### config.mk
export PLATFORM = sky130hd
export DESIGN_NAME = mmig_serial_adder
export DESIGN_NICKNAME = d
export VERILOG_FILES = /design/src/rtl/mmig_serial_adder.sv
export SDC_FILE = /design/constraint.sdc
export NUM_CORES = 1
export LEC_CHECK = 0
export ABC_AREA = 0
export CORE_MARGIN = 2
export CORE_UTILIZATION = 50
export CTS_CLUSTER_SIZE = 16
export DETAILED_ROUTE_END_ITERATION = 8
export PLACE_DENSITY = 0.78
export SETUP_SLACK_MARGIN = 0.4
export SLEW_MARGIN = 20
export SYNTH_ARGS = -nofsm -noshare
export SYNTH_HDL_FRONTEND = slang
export SYNTH_SLANG_ARGS = --single-unit
### constraint.sdc
create_clock -name clk -period 6.1 [get_ports clk]
set_input_delay 0.61 -clock clk [delete_from_list [all_inputs] [get_ports clk]]
set_output_delay 0.61 -clock clk [all_outputs]
set_load 0.03 [all_outputs]
### src/rtl/mmig_serial_adder.sv
// mmig_serial_adder: digit-serial adder/subtractor for SPECK-style words.
// One DIGIT-bit slice is processed per clock through a ripple chain of
// majority-logic full adders. Subtraction is a + ~b + 1: the operand is
// inverted at capture and the carry register is seeded with 1.
//
// Handshake: start is a request that is only looked at in IDLE; there is no
// ready signal, and busy=1 means any start is ignored. done is a one-cycle
// pulse in the DONE state. sum/cout hold from done until the next accepted
// start.
module mmig_serial_adder #(
  parameter int WIDTH = 16,
  parameter int DIGIT = 4
) (
  input  logic             clk,
  input  logic             rst,
  input  logic             start,
  input  logic             mode,
  input  logic [WIDTH-1:0] a,
  input  logic [WIDTH-1:0] b,
  output logic             busy,
  output logic             done,
  output logic [WIDTH-1:0] sum,
  output logic             cout
);

  // DIGIT_SAFE keeps the arithmetic below legal while the error fires.
  localparam int DIGIT_SAFE = (DIGIT < 1) ? 1 : DIGIT;
  localparam int D          = WIDTH / DIGIT_SAFE;
  localparam int CW         = (D > 1) ? $clog2(D) : 1;
  localparam logic [CW-1:0] LAST = CW'(D - 1);

  generate
    if ((DIGIT < 1) || ((WIDTH % DIGIT_SAFE) != 0)) begin : g_bad_cfg
      $error("mmig_serial_adder: WIDTH must be a multiple of DIGIT and DIGIT >= 1");
    end
  endgenerate

  // State is kept as a named enum so r_state can be probed by name.
  typedef enum logic [1:0] {
    S_IDLE = 2'd0,
    S_RUN  = 2'd1,
    S_DONE = 2'd2
  } state_t;

  state_t                r_state;
  state_t                w_next;
  logic [WIDTH-1:0]      r_a;
  logic [WIDTH-1:0]      r_b;
  logic                  r_carry;
  logic [CW-1:0]         r_cnt;
  logic [WIDTH-1:0]      r_sum;
  logic                  r_cout;

  int                    w_base;
  logic                  w_last;
  logic [DIGIT_SAFE:0]   w_dig;
  logic [DIGIT_SAFE-1:0] w_dsum;
  logic                  w_dcarry;

  function automatic logic maj3(input logic x, input logic y, input logic z);
    return (x & y) | (x & z) | (y & z);
  endfunction

  // Ripple chain of full adders. Carry is the majority; sum uses the
  // identity x^y^c = maj(~maj(x,y,c), c, maj(x,y,~c)).
  function automatic logic [DIGIT_SAFE:0] digit_add(
    input logic [DIGIT_SAFE-1:0] x,
    input logic [DIGIT_SAFE-1:0] y,
    input logic                  cin
  );
    logic                  c;
    logic                  m;
    logic [DIGIT_SAFE-1:0] s;
    c = cin;
    s = '0;
    for (int i = 0; i < DIGIT_SAFE; i++) begin
      m    = maj3(x[i], y[i], c);
      s[i] = maj3(~m, c, maj3(x[i], y[i], ~c));
      c    = m;
    end
    return {c, s};
  endfunction

  assign w_base   = int'(r_cnt) * DIGIT_SAFE;
  assign w_last   = (r_cnt == LAST);
  assign w_dig    = digit_add(r_a[w_base +: DIGIT_SAFE], r_b[w_base +: DIGIT_SAFE], r_carry);
  assign w_dsum   = w_dig[DIGIT_SAFE-1:0];
  assign w_dcarry = w_dig[DIGIT_SAFE];

  // State register.
  always_ff @(posedge clk or posedge rst) begin
    if (rst) r_state <= S_IDLE;
    else     r_state <= w_next;
  end

  // Next-state logic: IDLE -> RUN on start, RUN -> DONE after last digit,
  // DONE -> IDLE unconditionally.
  always_comb begin
    w_next = r_state;
    case (r_state)
      S_IDLE:  if (start) w_next = S_RUN;
      S_RUN:   if (w_last) w_next = S_DONE;
      S_DONE:  w_next = S_IDLE;
      default: w_next = S_IDLE;
    endcase
  end

  // Output decode from state.
  always_comb begin
    busy = 1'b0;
    done = 1'b0;
    case (r_state)
      S_RUN:   busy = 1'b1;
      S_DONE:  begin busy = 1'b1; done = 1'b1; end
      default: ;
    endcase
  end

  // Datapath: capture operands on accept, then one digit per RUN cycle.
  always_ff @(posedge clk or posedge rst) begin
    if (rst) begin
      r_a     <= '0;
      r_b     <= '0;
      r_carry <= 1'b0;
      r_cnt   <= '0;
      r_sum   <= '0;
      r_cout  <= 1'b0;
    end else begin
      case (r_state)
        S_IDLE: begin
          if (start) begin
            r_a     <= a;
            r_b     <= mode ? ~b : b;
            r_carry <= mode;
            r_cnt   <= '0;
          end
        end
        S_RUN: begin
          r_sum[w_base +: DIGIT_SAFE] <= w_dsum;
          r_carry                     <= w_dcarry;
          if (w_last) r_cout <= w_dcarry;
          else        r_cnt  <= r_cnt + 1'b1;
        end
        default: ;
      endcase
    end
  end

  assign sum  = r_sum;
  assign cout = r_cout;

endmodule

Word level (Yosys, flattened, before mapping)
Index checks and enable logic that the tools add are counted.
- reduce and logical (&&, ||, !) cells: 8
- eq/ne operators: 6
- multiplexer cells: 12
- bitwise logic cells: 62
- shift operators: 4
- add/sub/neg operators: 2
- operators with widths (operator ; count):
    negator 4 -> 33 bit ; 1
    variable shift 4 x 33 -> 16 bit, first input constant ; 1
    variable part select 4 x 33 -> 16 bit ; 1
    bitwise AND 1 bit ; 32
    variable part select 16 x 5 -> 4 bit ; 2
    bitwise OR 1 bit ; 24
    bitwise mux 16 bit ; 1
    2-to-1 mux 16 bit ; 1
    NOT 16 bit ; 1
    2-to-1 mux 2 bit ; 4
    case mux 2 bit (2 select lines) ; 2
    AND reduction 2 bit ; 4
    != test 2 bit, second input constant ; 3
    NOT 1 bit ; 5
    equality test 2 bit, second input constant ; 2
    2-to-1 mux 1 bit ; 3
    AND reduction 3 bit ; 1
    adder 2 x 1 -> 2 bit, second input constant ; 1
    equality test 2 x 1 -> 1 bit, second input constant ; 1
    zero test 2 bit ; 1
    case mux 1 bit (2 select lines) ; 1
    nonzero test 2 bit ; 1
    OR reduction 2 bit ; 1
- register bits after elaboration: 54
- word-level logic and storage cells: 101
- output and inout bits: 19

Depth between registers and ports, before layout
- depth after elaboration: 19
- depth in mapped cells: 9
- depth with buffers taken out: 8

Least setup slack after synthesis
Ideal clock, no wire load.
- path type: register to register
- from: register r_cnt[0]
- to: register r_carry
- data arrival time: 2.757 ns
- data required time: 5.974 ns
- library setup time: 0.126 ns
- slack: 3.217 ns
- path buffers: 2
- cell stages (with the launch flop): 10
- path through: dfrtp_1 buf_6 clkbuf_1 mux4_2 inv_1 fa_1 inv_1 fa_1 maj3_2 a221o_1
- cells in the longest elaborated chain, start to end: 14
- RTL lines (what ; line ; RTL):
    start, declared ; 50 ; logic [CW-1:0] r_cnt;
    start signal, assigned ; 142 ; else r_cnt <= r_cnt + 1'b1;
    variable part select 16 x 5 -> 4 bit ; 86 ; assign w_dig = digit_add(r_a[w_base +: DIGIT_SAFE], r_b[w_base +: DIGIT_SAFE], r_carry);
    bitwise AND 1 bit ; 61 ; return (x & y) | (x & z) | (y & z);
    bitwise OR 1 bit (2 in series) ; 61 ;
    bitwise AND 1 bit ; 61 ;
    bitwise OR 1 bit (2 in series) ; 61 ;
    bitwise AND 1 bit ; 61 ;
    bitwise OR 1 bit (2 in series) ; 61 ;
    bitwise AND 1 bit ; 61 ;
    bitwise OR 1 bit ; 61 ;
    bitwise OR 1 bit (*) ; 61 ;
    case mux 1 bit (2 select lines) (*) ; 129 ; case (r_state)
    end signal, assigned ; 134 ; r_carry <= mode;
    end signal, assigned ; 140 ; r_carry <= w_dcarry;
    end, declared ; 49 ; logic r_carry;
Every way passes the cells marked *; elsewhere a longest branch is shown, timed or not.
A chain may end at the register's enable or synchronous reset.

Worst setup path after layout
Same ends and word-level chain as after synthesis.

==> results.md <==
* Peak supply drop at 0.225 mV
* Critical Path Fanout Max at 18
* Routability Congestion at 0.802
* YS warnings at 0
* RSZ-0062 raised after global routing: false
* Relative slew slack at 39.6%
* Crit-path most repeated cell: fa_1
* Routed wire length at 4840 um
* Die ar. at ~5900 sq um
* Root Driver: clkbuf_8
* Setup Fix Bufs, Post-CTS at 0
* Adder-cell share of the synthesized area at 7.64%
* Antenna cells at 0
* Status: finished clean
* PwrDens at 540 nW/um^2
* Initial antenna violation count at 0
* Main synth FF type: dfrtp_1
* H-tree levels at 2
* I/O Pins at 55
* Netlist cell types at 30
* CP top delay family: adder cells
* Setup Viol. Count Final at 0
* Nets at ~330
* Largest net degree at the start of global routing at between 50 and 60
* DRC at 0
* Post-synth ARST share at 100%
* Leading cell types in the layout, fill and taps excluded: 54 x dfrtp_1, 54 x clkdlybuf4s50_1, 40 x nand2_1
* Area grow syn2layout at 26.2%
* HPWL Detailed at 3530 um
* Yosys reg bits at 54
* First-pass GRT wire length at 8310 um
* Clock sinks at 54
* Worst skew pair latency at between 0.3 and 0.4 ns
* Die X at between 70 and 80 um
* Worst Path Arrival at 3.46 ns
* DRT iter0 DRCs at around 110
* Overflow after GRT at 0
* CP max stage delay at 0.83 ns
* Cell taking the most area after synthesis: dfrtp_1
* Hold WC Path Type: flop to flop
* Critical path class: flop to flop
* CP required at between 6 and 7 ns
* Total Neg Setup Slack at 0 ns
* Wirelength per Cell at 13.8 um
* F_max at between 0.3 and 0.4 GHz
* FP Rows at 26
* Top cells by area, synth: dfrtp_1 51%, mux2_2 7.2%, o21ai_0 6.6%
* Buf/Inv on CP at 2
* Post-DR vias/cell at 5.08
* Final period util at 53.6%
* Number of synthesized flops with an enable pin at 0
* Vias in the first global route at approximately 1800
* Mux share of post-synthesis cell area at 14.6%
* Top cell type's share of synthesized area at 50.6%
* Pins over their slew limit at 0
* Worst reg2reg setup slack at 2.83 ns
* Worst-margin pin slew at 0.903 ns
* Setup crit end kind: flop
* Die extent in y at 77.1 um
* Multi-input logic area at 1210 sq um
* Post-Synth XOR/XNOR Area at ~6%
* CTS tree: done
* Minimum clock period at 3.27 ns
* Share of cells above drive strength 1 at 12.4%
* IO Port Bufs at 54
* DR vias at 1789
* # hold bufs at CTS at 0
* Largest family of logic cells by synthesized area: multiplexers
* Synthesized instance count at 231
* Avg Cell Area, Syn at roughly 12 sq um
* CORE AREA at between 5000 and 6000 sq um
* DR pass1 iterations at 4
* Skew final at 0.00719 ns
* Core Util, Final at 65.5%
* CP startpoint kind: flop
* Initial Utilization at 51.9%
* Overall routing resource usage at 17.8%
* Max clock buf depth at 2
* Detail Route Antenna Nets at 0
* Final Hold Fails at 0
* Post_cts resized at 0
* Slowest cell on the critical path: dfrtp_1
* Synthesized area at 2670 sq um
* Num CTS Buffers at 5
* Sequential cell area at ~1400 sq um
* Max-cap violation count at 0
* Simple-gate share of the synthesized area at 8.39%
* Clk slew on worst S/H paths at ~0.090 ns
* Fillers at 442
* Lkg Pwr at 1.43 nW
* Seq/Total Area, Yosys at just over 50%
* Mapped Nets at 280
* CP Cell Sequence: mux4_1, inv_1, fa_1, fa_1, inv_1, fa_1, maj3_2, a221o_1
* Post-synthesis compound-gate area fraction at 8.81%
## routing by layer
layer	global-route usage, %	wire length (um)	share of wire, %	vias to the layer above
li1	-	-	-	881
met1	24.9	2230	46	846
met2	27.5	2310	48	53
met3	4.24	206	4.3	9
met4	6.61	91	1.9	0
met5	0	0	0	-
## power by group
part           internal (mW)  switching (mW)
Combinational          0.440           0.495
Clock                  0.131           0.110
Sequential             0.522           0.119
Total                   1.09           0.724
## cell usage after synthesis, types with 3 or more instances
cell type and count:
mux2_2 17, mux4_2 6, o21ai_0 35, fa_1 4, ha_1 9, nor2b_1 3
clkbuf_1 8, inv_1 14, nand2_1 40, xnor2_1 16, dfrtp_1 54, a21oi_1 5
## cells by family (layout without fill, tap and decap cells)
logic type	Yosys count	in the layout
xor gates and xnor gates	17	17
AOI/OAI and AO/OA	44	44
adders and majority gates	14	14
muxes	26	26
DFF	54	54
and+or+nand+nor	51	51
buffers and inverters	25	76
## worst paths after layout
path / end / start / cells past startpoint
worst min register to register: r_b[11] / r_b[11] / 2
min in group asynchronous: sum[12] / rst / 2
worst min-delay path: r_b[11] / r_b[11] / 2
worst max-delay path: r_carry / r_cnt[0] / 8
max in group asynchronous: r_a[4] / rst / 2
worst max register to register: r_carry / r_cnt[0] / 8
## cell type report
cell class / count / share of cell area [%]
clock inverter: 1 / 0.892
inverter: 14 / 1.60
timing repair buffer: 55 / 16.3
sequential: 54 / 40.1
clock buffer: 6 / 2.45
multi-input combinational: 152 / 36.1
tap: 70 / 2.60
## state kept, by name, indices dropped and copies added, names as in the netlist
register and count:
r_carry 1, r_b 16, sum 16, cout 1
r_cnt 2, r_state 2, r_a 16
## worst reg2reg max path: stages (launching register included)
cell     delay [ns]
dfrtp_1        0.83
mux4_1         0.70
inv_1          0.11
fa_1           0.21
fa_1           0.18
inv_1          0.05
fa_1           0.44
maj3_2         0.33
a221o_1        0.31
## through the flow
stage	std cells	worst slack [ns]	hold WS [ns]	power [mW]	area [sq um]
after floorplan	231	3.22	0.442	1.30	2670
after global placement	345	2.89	0.457	1.56	3250
after detailed placement	345	2.80	0.471	1.59	3250
after CTS	352	2.77	0.490	1.84	3370
after global routing	352	2.57	0.518	1.96	3370
final	352	2.83	0.486	1.82	3370
Note: power is estimated with default switching activity, not from simulation.
